===== config.mk =====
export PLATFORM = sky130hd
export DESIGN_NAME = vga_timing_gen
export DESIGN_NICKNAME = d
export VERILOG_FILES = /design/src/rtl/vga_timing_pkg.sv /design/src/rtl/pix_tick_gen.sv /design/src/rtl/vga_timing_gen.sv
export SDC_FILE = /design/constraint.sdc
export NUM_CORES = 1
export LEC_CHECK = 0
export ABC_AREA = 1
export BUFFER_PORTS_ARGS = -buffer_cell sky130_fd_sc_hd__buf_2
export CORE_MARGIN = 2
export CORE_UTILIZATION = 55
export CTS_BUF_LIST = sky130_fd_sc_hd__clkbuf_16
export CTS_CLUSTER_DIAMETER = 60
export DETAILED_ROUTE_END_ITERATION = 7
export GPL_ROUTABILITY_DRIVEN = 0
export PLACE_DENSITY_LB_ADDON = 0.05
export SETUP_SLACK_MARGIN = 0.15
export SYNTH_ARGS = -nofsm -noshare
export SYNTH_HDL_FRONTEND = slang
export SYNTH_SLANG_ARGS = --single-unit

===== constraint.sdc =====
create_clock -name clk -period 2.55 [get_ports clk]
set_input_delay 0.51 -clock clk [delete_from_list [all_inputs] [get_ports clk]]
set_output_delay 0.51 -clock clk [all_outputs]
set_load 0.05 [all_outputs]

===== src/rtl/vga_timing_pkg.sv =====
// Shared VGA timing constants and small helpers used by the timing generator.
// Defaults describe 640x480@60 with a 25.175 MHz-class pixel clock.
package vga_timing_pkg;

   localparam int unsigned VGA_H_ACTIVE = 640;
   localparam int unsigned VGA_H_FP     = 16;
   localparam int unsigned VGA_H_SYNC   = 96;
   localparam int unsigned VGA_H_BP     = 48;
   localparam int unsigned VGA_V_ACTIVE = 480;
   localparam int unsigned VGA_V_FP     = 10;
   localparam int unsigned VGA_V_SYNC   = 2;
   localparam int unsigned VGA_V_BP     = 33;

   localparam logic SYNC_ACTIVE_LOW  = 1'b0;
   localparam logic SYNC_ACTIVE_HIGH = 1'b1;

   // Total period of one axis: visible + front porch + sync + back porch.
   function automatic int unsigned timing_total(input int unsigned active,
                                                input int unsigned fp,
                                                input int unsigned sync,
                                                input int unsigned bp);
      return active + fp + sync + bp;
   endfunction

   // Bits needed to count 0..n-1, never less than one.
   function automatic int unsigned cnt_width(input int unsigned n);
      return (n > 32'd1) ? 32'($clog2(n)) : 32'd1;
   endfunction

   // Half-open window test lo <= v < hi.
   function automatic logic in_window(input int unsigned v,
                                      input int unsigned lo,
                                      input int unsigned hi);
      return (v >= lo) && (v < hi);
   endfunction

endpackage


===== src/rtl/pix_tick_gen.sv =====
// Pixel-rate divider: flags that the next enabled clock is a pixel clock.
// The flag is registered so the counters can advance on that same edge.
module pix_tick_gen
   import vga_timing_pkg::*;
#(
   parameter int unsigned CLK_DIV = 1
)(
   input  logic clk,
   input  logic reset_n,
   input  logic run,
   output logic pix_tick
);

   localparam int unsigned      DIV_W    = cnt_width(CLK_DIV);
   localparam logic [DIV_W-1:0] DIV_LAST = DIV_W'(CLK_DIV - 1);

   logic [DIV_W-1:0] r_div;
   logic [DIV_W-1:0] w_div_nxt;
   logic             r_wrap_pend;

   always_comb begin
      w_div_nxt = r_div;
      if (run) begin
         w_div_nxt = (r_div == DIV_LAST) ? '0 : r_div + DIV_W'(1);
      end
   end

   // Pending flag tracks "divider sits on its last count"; with CLK_DIV=1 it is always set.
   always_ff @(posedge clk or negedge reset_n) begin
      if (!reset_n) begin
         r_div       <= '0;
         r_wrap_pend <= (DIV_LAST == '0);
      end else begin
         r_div       <= w_div_nxt;
         r_wrap_pend <= (w_div_nxt == DIV_LAST);
      end
   end

   assign pix_tick = r_wrap_pend;

endmodule


===== src/rtl/vga_timing_gen.sv =====
// VGA raster timing: column/row counters with registered sync, blanking and
// frame/line pulses decoded from next-state counts so everything is zero-skew.
module vga_timing_gen
   import vga_timing_pkg::*;
#(
   parameter int unsigned H_ACTIVE = VGA_H_ACTIVE,
   parameter int unsigned H_FP     = VGA_H_FP,
   parameter int unsigned H_SYNC   = VGA_H_SYNC,
   parameter int unsigned H_BP     = VGA_H_BP,
   parameter int unsigned V_ACTIVE = VGA_V_ACTIVE,
   parameter int unsigned V_FP     = VGA_V_FP,
   parameter int unsigned V_SYNC   = VGA_V_SYNC,
   parameter int unsigned V_BP     = VGA_V_BP,
   parameter logic        HS_POL   = SYNC_ACTIVE_LOW,
   parameter logic        VS_POL   = SYNC_ACTIVE_LOW,
   parameter int unsigned CLK_DIV  = 1,
   parameter int unsigned FC_W     = 8,
   localparam int unsigned H_TOTAL = timing_total(H_ACTIVE, H_FP, H_SYNC, H_BP),
   localparam int unsigned V_TOTAL = timing_total(V_ACTIVE, V_FP, V_SYNC, V_BP),
   localparam int unsigned COL_W   = cnt_width(H_TOTAL),
   localparam int unsigned ROW_W   = cnt_width(V_TOTAL)
)(
   input  logic             clk,
   input  logic             reset_n,
   input  logic             run,
   output logic [COL_W-1:0] column,
   output logic [ROW_W-1:0] row,
   output logic             h_sync,
   output logic             v_sync,
   output logic             active,
   output logic             pix_tick,
   output logic             line_start,
   output logic             frame_start,
   output logic [FC_W-1:0]  frame_count
);

   localparam logic [COL_W-1:0] COL_LAST = COL_W'(H_TOTAL - 1);
   localparam logic [ROW_W-1:0] ROW_LAST = ROW_W'(V_TOTAL - 1);
   localparam int unsigned      HS_START = H_ACTIVE + H_FP;
   localparam int unsigned      HS_END   = HS_START + H_SYNC;
   localparam int unsigned      VS_START = V_ACTIVE + V_FP;
   localparam int unsigned      VS_END   = VS_START + V_SYNC;

   logic             w_div_tick;
   logic             w_tick;
   logic             w_line_wrap;
   logic             w_frame_wrap;
   logic [COL_W-1:0] w_col_nxt;
   logic [ROW_W-1:0] w_row_nxt;
   logic             w_hs_nxt;
   logic             w_vs_nxt;
   logic             w_active_nxt;

   logic [COL_W-1:0] r_col;
   logic [ROW_W-1:0] r_row;
   logic             r_hs;
   logic             r_vs;
   logic             r_active;
   logic             r_pix_tick;
   logic             r_line_start;
   logic             r_frame_start;
   logic [FC_W-1:0]  r_frame_count;

   pix_tick_gen #(
      .CLK_DIV (CLK_DIV)
   ) u_pix_tick_gen (
      .clk      (clk),
      .reset_n  (reset_n),
      .run      (run),
      .pix_tick (w_div_tick)
   );

   // Next counter values and their decodes; run=0 kills the tick so all state holds.
   always_comb begin
      w_tick       = run & w_div_tick;
      w_line_wrap  = w_tick && (r_col == COL_LAST);
      w_frame_wrap = w_line_wrap && (r_row == ROW_LAST);
      w_col_nxt    = r_col;
      w_row_nxt    = r_row;
      if (w_tick) begin
         w_col_nxt = w_line_wrap ? '0 : r_col + COL_W'(1);
      end
      if (w_line_wrap) begin
         w_row_nxt = w_frame_wrap ? '0 : r_row + ROW_W'(1);
      end
      w_hs_nxt     = in_window(32'(w_col_nxt), HS_START, HS_END) ? HS_POL : ~HS_POL;
      w_vs_nxt     = in_window(32'(w_row_nxt), VS_START, VS_END) ? VS_POL : ~VS_POL;
      w_active_nxt = (32'(w_col_nxt) < H_ACTIVE) && (32'(w_row_nxt) < V_ACTIVE);
   end

   // Reset parks the raster on its last pixel so the first tick lands on (0,0).
   always_ff @(posedge clk or negedge reset_n) begin
      if (!reset_n) begin
         r_col         <= COL_LAST;
         r_row         <= ROW_LAST;
         r_hs          <= ~HS_POL;
         r_vs          <= ~VS_POL;
         r_active      <= 1'b0;
         r_pix_tick    <= 1'b0;
         r_line_start  <= 1'b0;
         r_frame_start <= 1'b0;
         r_frame_count <= '0;
      end else begin
         r_col         <= w_col_nxt;
         r_row         <= w_row_nxt;
         r_hs          <= w_hs_nxt;
         r_vs          <= w_vs_nxt;
         r_active      <= w_active_nxt;
         r_pix_tick    <= w_tick;
         r_line_start  <= w_line_wrap;
         r_frame_start <= w_frame_wrap;
         r_frame_count <= r_frame_count + FC_W'(w_frame_wrap);
      end
   end

   assign column      = r_col;
   assign row         = r_row;
   assign h_sync      = r_hs;
   assign v_sync      = r_vs;
   assign active      = r_active;
   assign pix_tick    = r_pix_tick;
   assign line_start  = r_line_start;
   assign frame_start = r_frame_start;
   assign frame_count = r_frame_count;

endmodule


---- Yosys cells after proc, flatten, opt, wreduce, memory -nomap -nowiden ----
Cells that the tools add are included.
word-level totals
  flip-flop bits (word level) ............. 36
  latch bits .............................. 0
  bits in writable memories ............... 0
  bits in read-only memories .............. 0
  word-level logic and storage cells ...... 38
  memories kept ........................... 0
operators by class
  add/sub/neg operators ................... 4
  multipliers ............................. 0
  div/mod/pow operators ................... 0
  magnitude comparators ................... 6
  equal/unequal tests ..................... 2
  shift-type cells ........................ 0
  multiplexer cells ....................... 8
  bitwise gates (word level) .............. 2
  reductions and logical operators ........ 5
operators with widths
  operator                                                                       count
  10-bit two-way mux                                                             4
  10-bit by 1-bit adder with 10-bit output, second input constant                2
  10-bit == test, second input constant                                          2
  10-bit less-than comparator, second input constant                             2
  10-bit by 9-bit less-than comparator with 1-bit output, second input constant  2
  10-bit >= comparator, second input constant                                    1
  10-bit by 9-bit >= comparator with 1-bit output, second input constant         1
  8-bit by 1-bit adder with 8-bit output                                         1
  1-bit logical AND                                                              5
  1-bit two-way mux                                                              4
  1-bit adder, second input constant                                             1
  1-bit AND                                                                      1
  1-bit inverter                                                                 1

---- Logic depth before layout (Yosys ltp) ----
  depth in word-level cells ............... 8
  depth in mapped cells ................... 13
  gate-level depth less buffers ........... 12

---- Hierarchy ----
Synthesis repeated with hierarchy kept, for this count alone.
unflattened totals
  cell total of the unflattened synthesis .. 241
  area total of the unflattened synthesis .. 1,995.7 um^2
by module, submodules not included
  module          instances  cells each  area each (um^2)  sequential area each (um^2)
  vga_timing_gen  1          235         1,926.8           865.8
  pix_tick_gen    1          6           68.8              51.3

---- Worst setup path before layout ----
Ideal clock, no wire load.
  kind .................................... register -> register
  start point ............................. register r_col[0], in the netlist column[0]
  end point ............................... register r_frame_count[7], in the netlist frame_count[7]
  setup time .............................. 0.140 ns
  arrival ................................. 2.416 ns
  required time ........................... 2.410 ns
  path slack .............................. -0.007 ns
  stages on the path, launching flop included .. 13
  path buffers ............................ 0
  period minus slack after synthesis ...... 2.557 ns
  path through ............................ dfstp_2 -> ha_1 -> nand2_4 -> nor2_8 -> nand2_4 -> nor2_8 -> inv_1 -> nor2_1 -> ha_1 -> nand3_1 -> nor3_1 -> nand3_1 -> xnor2_1
between the ends
  cells in the longest elaborated chain, start to end .. 4
RTL lines
  element                                 line                   RTL
  start, declared                         vga_timing_gen.sv:54   logic [COL_W-1:0] r_col;
  start signal, assigned                  vga_timing_gen.sv:104  r_col <= w_col_nxt;
  10-bit == test                          vga_timing_gen.sv:76   w_line_wrap = w_tick && (r_col == COL_LAST);
  1-bit logical AND                       vga_timing_gen.sv:76
  net w_line_wrap                         vga_timing_gen.sv:46   logic w_line_wrap;
  1-bit logical AND                       vga_timing_gen.sv:77   w_frame_wrap = w_line_wrap && (r_row == ROW_LAST);
  net w_frame_wrap                        vga_timing_gen.sv:47   logic w_frame_wrap;
  8-bit by 1-bit adder with 8-bit output  vga_timing_gen.sv:112  r_frame_count <= r_frame_count + FC_W'(w_frame_wrap);
  end signal, assigned                    vga_timing_gen.sv:112
  end, declared                           vga_timing_gen.sv:62   logic [FC_W-1:0] r_frame_count;
The timed path passes the listed nets, and every way through them passes these cells.

---- Worst setup path after layout ----
  start point ............................. register r_col[0], in the netlist column[0]
  end point ............................... register r_frame_count[5], in the netlist frame_count[5]
The elaborated chain is that of the path after synthesis.

==> impl_metrics.py <==
metrics = {
    "synth": {
        "async_flop_share_pct": 100,
        "synthMostInstantiatedCell": "nand2_1",
        "synth_top_area_share_pct": 27.9,
        "synth_nets": 265,
        "synth_ff_type": "dfrtp_1",
        "synth_common_cells": "nand2_1 (62), inv_1 (35), nor2_1 (35), nand3_1 (25), dfrtp_1 (23)",
        "synth.area.top_cells": "dfrtp_1 (28%), dfstp_2 (17%), nand2_1 (11%)",
        "netlist-cell-type-count": 28,
        "synth_top_area_cell": "dfrtp_1",
        "avgSynthCellArea_um2": 8.02,
        "syn_inst": 257,
        "synth_edf_count": 0,
        "synth-seq-cells": 36,
        "yosys_warnings": 0,
        "syn_area_um2": 2060,
        "synth-seq-area-share_pct": 44.5,
    },
    "global_route": {
        "first_global_vias": 1722,
        "gr-total-overflow": 0,
        "antenna_found_initial": 0,
        "grt_usage_pct": 22.9,
        "grt_pass1_wl_mm": 7.44,
        "grt_max_degree": 37,
    },
    "timing": {
        "slew_headroom_pct": 47.7,
        "finalMaxSlewViolations": 0,
        "finalHoldViolCount": 0,
        "fin_crit_ps": 2270,
        "max_freq_ghz": 0.441,
        "fin_setup_tns_ps": 0,
        "whs_ps": 315,
        "rsz0062_at_grt": "false",
        "min_period_over_period_pct": 88.9,
        "setup_ws_ps": 282,
        "setup_viol": 0,
        "skew_ps": 4.92,
        "worstMarginPinSlew_ps": 784,
    },
    "final_layout": {
        "layout-drive-gt1-share_pct": 30.4,
        "insertedDiodeCount": 0,
        "fin_nets": 310,
        "finalNonFillerCells": 351,
        "areaGrowthSynthToFinish_pct": 22.6,
    },
    "worst_setup_path": {
        "critical_path_class": "reg2reg",
        "end_kind": "flop",
        "reg2reg_depth": 12,
        "startpoint_type": "flop",
        "crit_path_cell_trace": "ha_4 > nand2_4 > nor2_8 > nand2_4 > nor2_8 > inv_1 > nor2_4 > ha_2 > nand3_2 > nor3_4 > buf_4 > xor2_1",
        "slowest_delay_ps": 640,
        "path_delay_family": "simple AND/OR/NAND/NOR gates",
        "crit_path_top_delay_cell": "dfstp_4",
        "critPathBufInv": 2,
        "cp.arrival_ps": 2470,
        "crit_cells": 12,
        "crit_fanout": 8,
        "cp.required_ps": 2750,
    },
    "die": {
        "design.die.area_um2": 4250,
        "die_width_um": 65.2,
        "io_pins": 37,
        "num_rows": 22,
        "die_y_um": 65.2,
        "initial_core_util_pct": 56.7,
        "core-area_um2": 3630,
    },
    "clock_network": {
        "cts.sinks": 36,
        "clk-insertion-delay-late_ps": 280,
        "cts_tree": "built",
        "clockBufferDepth": 2,
        "cts_made_buffers": 5,
        "clkSlewWorstSetupHoldPaths_ps": 50,
        "root_buffer": "clkbuf_16",
        "htreeDepth": 2,
        "ctsHoldBuffers": 0,
    },
    "route": {
        "drc_errors": 0,
        "dr.pass1.iters": 4,
        "antenna_left": 0,
        "drt_iter0_drc": 66,
        "routed_via_density": 5.00,
        "post_drt_wl_per_cell_um": 12.4,
        "wirelength_mm": 4.34,
        "via_count": 1756,
    },
    "place": {
        "place_ws_ps": 137,
        "portBuffers": 36,
        "hpwl_mm": 3.28,
        "dpl.cell_count": 341,
    },
    "power": {
        "peakVddDrop_mv": 0.425,
        "p_leak_nw": 1.34,
        "powerDensity_nw_per_um2": 817,
        "p_total_mw": 2.06,
    },
    "status": {
        "status": "complete, no violations",
    },
    "hold_path": {
        "hold_path.class": "in2async",
    },
    "flow_run": {
        "cap_viol_max_count": 0,
    },
}
cells in the final DEF, fill, tap and decap left out, types with 3 or more instances in the layout:
cell type  netlist  layout
a21oi_1          5       5
buf_2            0      36
buf_4            0       3
clkbuf_16        0       5
dfrtp_1         23      23
dfstp_2         13      11
ha_1             5       3
inv_1           35      36
inv_2            4       4
nand2_1         62      62
nand2_2          4       4
nand2_4          5       5
nand3_1         25      23
nand3_2          5       7
nand4_1          5       5
nor2_1          35      34
nor2_2           3       3
nor2_4           2       3
o21ai_0          4       4
xor2_1           6       6
metrics by stage:
| step | cell area (µm²) | utilization, % |
|---|---|---|
| after CTS | 2490 | 68.5 |
| after floorplan | 2090 | - |
| after detailed placement | 2320 | 63.9 |
| after global placement | 2320 | 63.9 |
| final | 2530 | 69.6 |
| after global routing | 2530 | 69.6 |
layout make-up:
class                           instances  area, µm²
Sequential cell                        36        925
Inverter                               39        146
Tap cell                               48       60.1
Multi-Input combinational cell        181       1030
Clock inverter                          3       38.8
Clock buffer                            5        125
Timing Repair Buffer                   39        203
Fill cell                             315       1110
final timing paths:
check                                               from                              to  slack [ps]
worst max-delay path                 column[0]$_DFF_PN1_        frame_count[5]$_DFF_PN0_         280
worst min-delay path                             reset_n  u_pix_tick_gen.r_div$_DFF_PN0_         320
worst max register to register       column[0]$_DFF_PN1_        frame_count[5]$_DFF_PN0_         280
worst min register to register  frame_count[7]$_DFF_PN0_        frame_count[7]$_DFF_PN0_         480
max in group asynchronous                        reset_n        frame_count[6]$_DFF_PN0_        1730
min in group clk                                     run  u_pix_tick_gen.r_div$_DFF_PN0_         450
cell families after synthesis:
group / Yosys count / synth area share [%]
flops: 36 / 44.5
simple gates: 154 / 37.8
fa+ha+maj: 5 / 3.04
buf+inv: 40 / 7.65
xor+xnor: 7 / 2.98
compound gates: 15 / 4.07
timing repair:
action	CTS	global route
pin swaps	0	2
cloned	0	0
resized for setup	1	5
setup endpoints to repair	2	4
setup buffers	0	2
per-layer routing:
| metal | up-vias | wire length (µm) | GRT usage, % |
|---|---|---|---|
| met3 | 7 | 188 | 4.97 |
| met4 | 0 | 64 | 7.81 |
| li1 | 898 | - | - |
| met2 | 37 | 2130 | 39.3 |
| met1 | 814 | 1960 | 28.5 |
| met5 | - | 0 | 0 |
power breakdown:
part	switching, mW	internal (mW)
Combinational	0.470	0.159
Clock	0.214	0.455
Sequential	0.0909	0.676
Note: power is estimated with default switching activity, not from simulation.
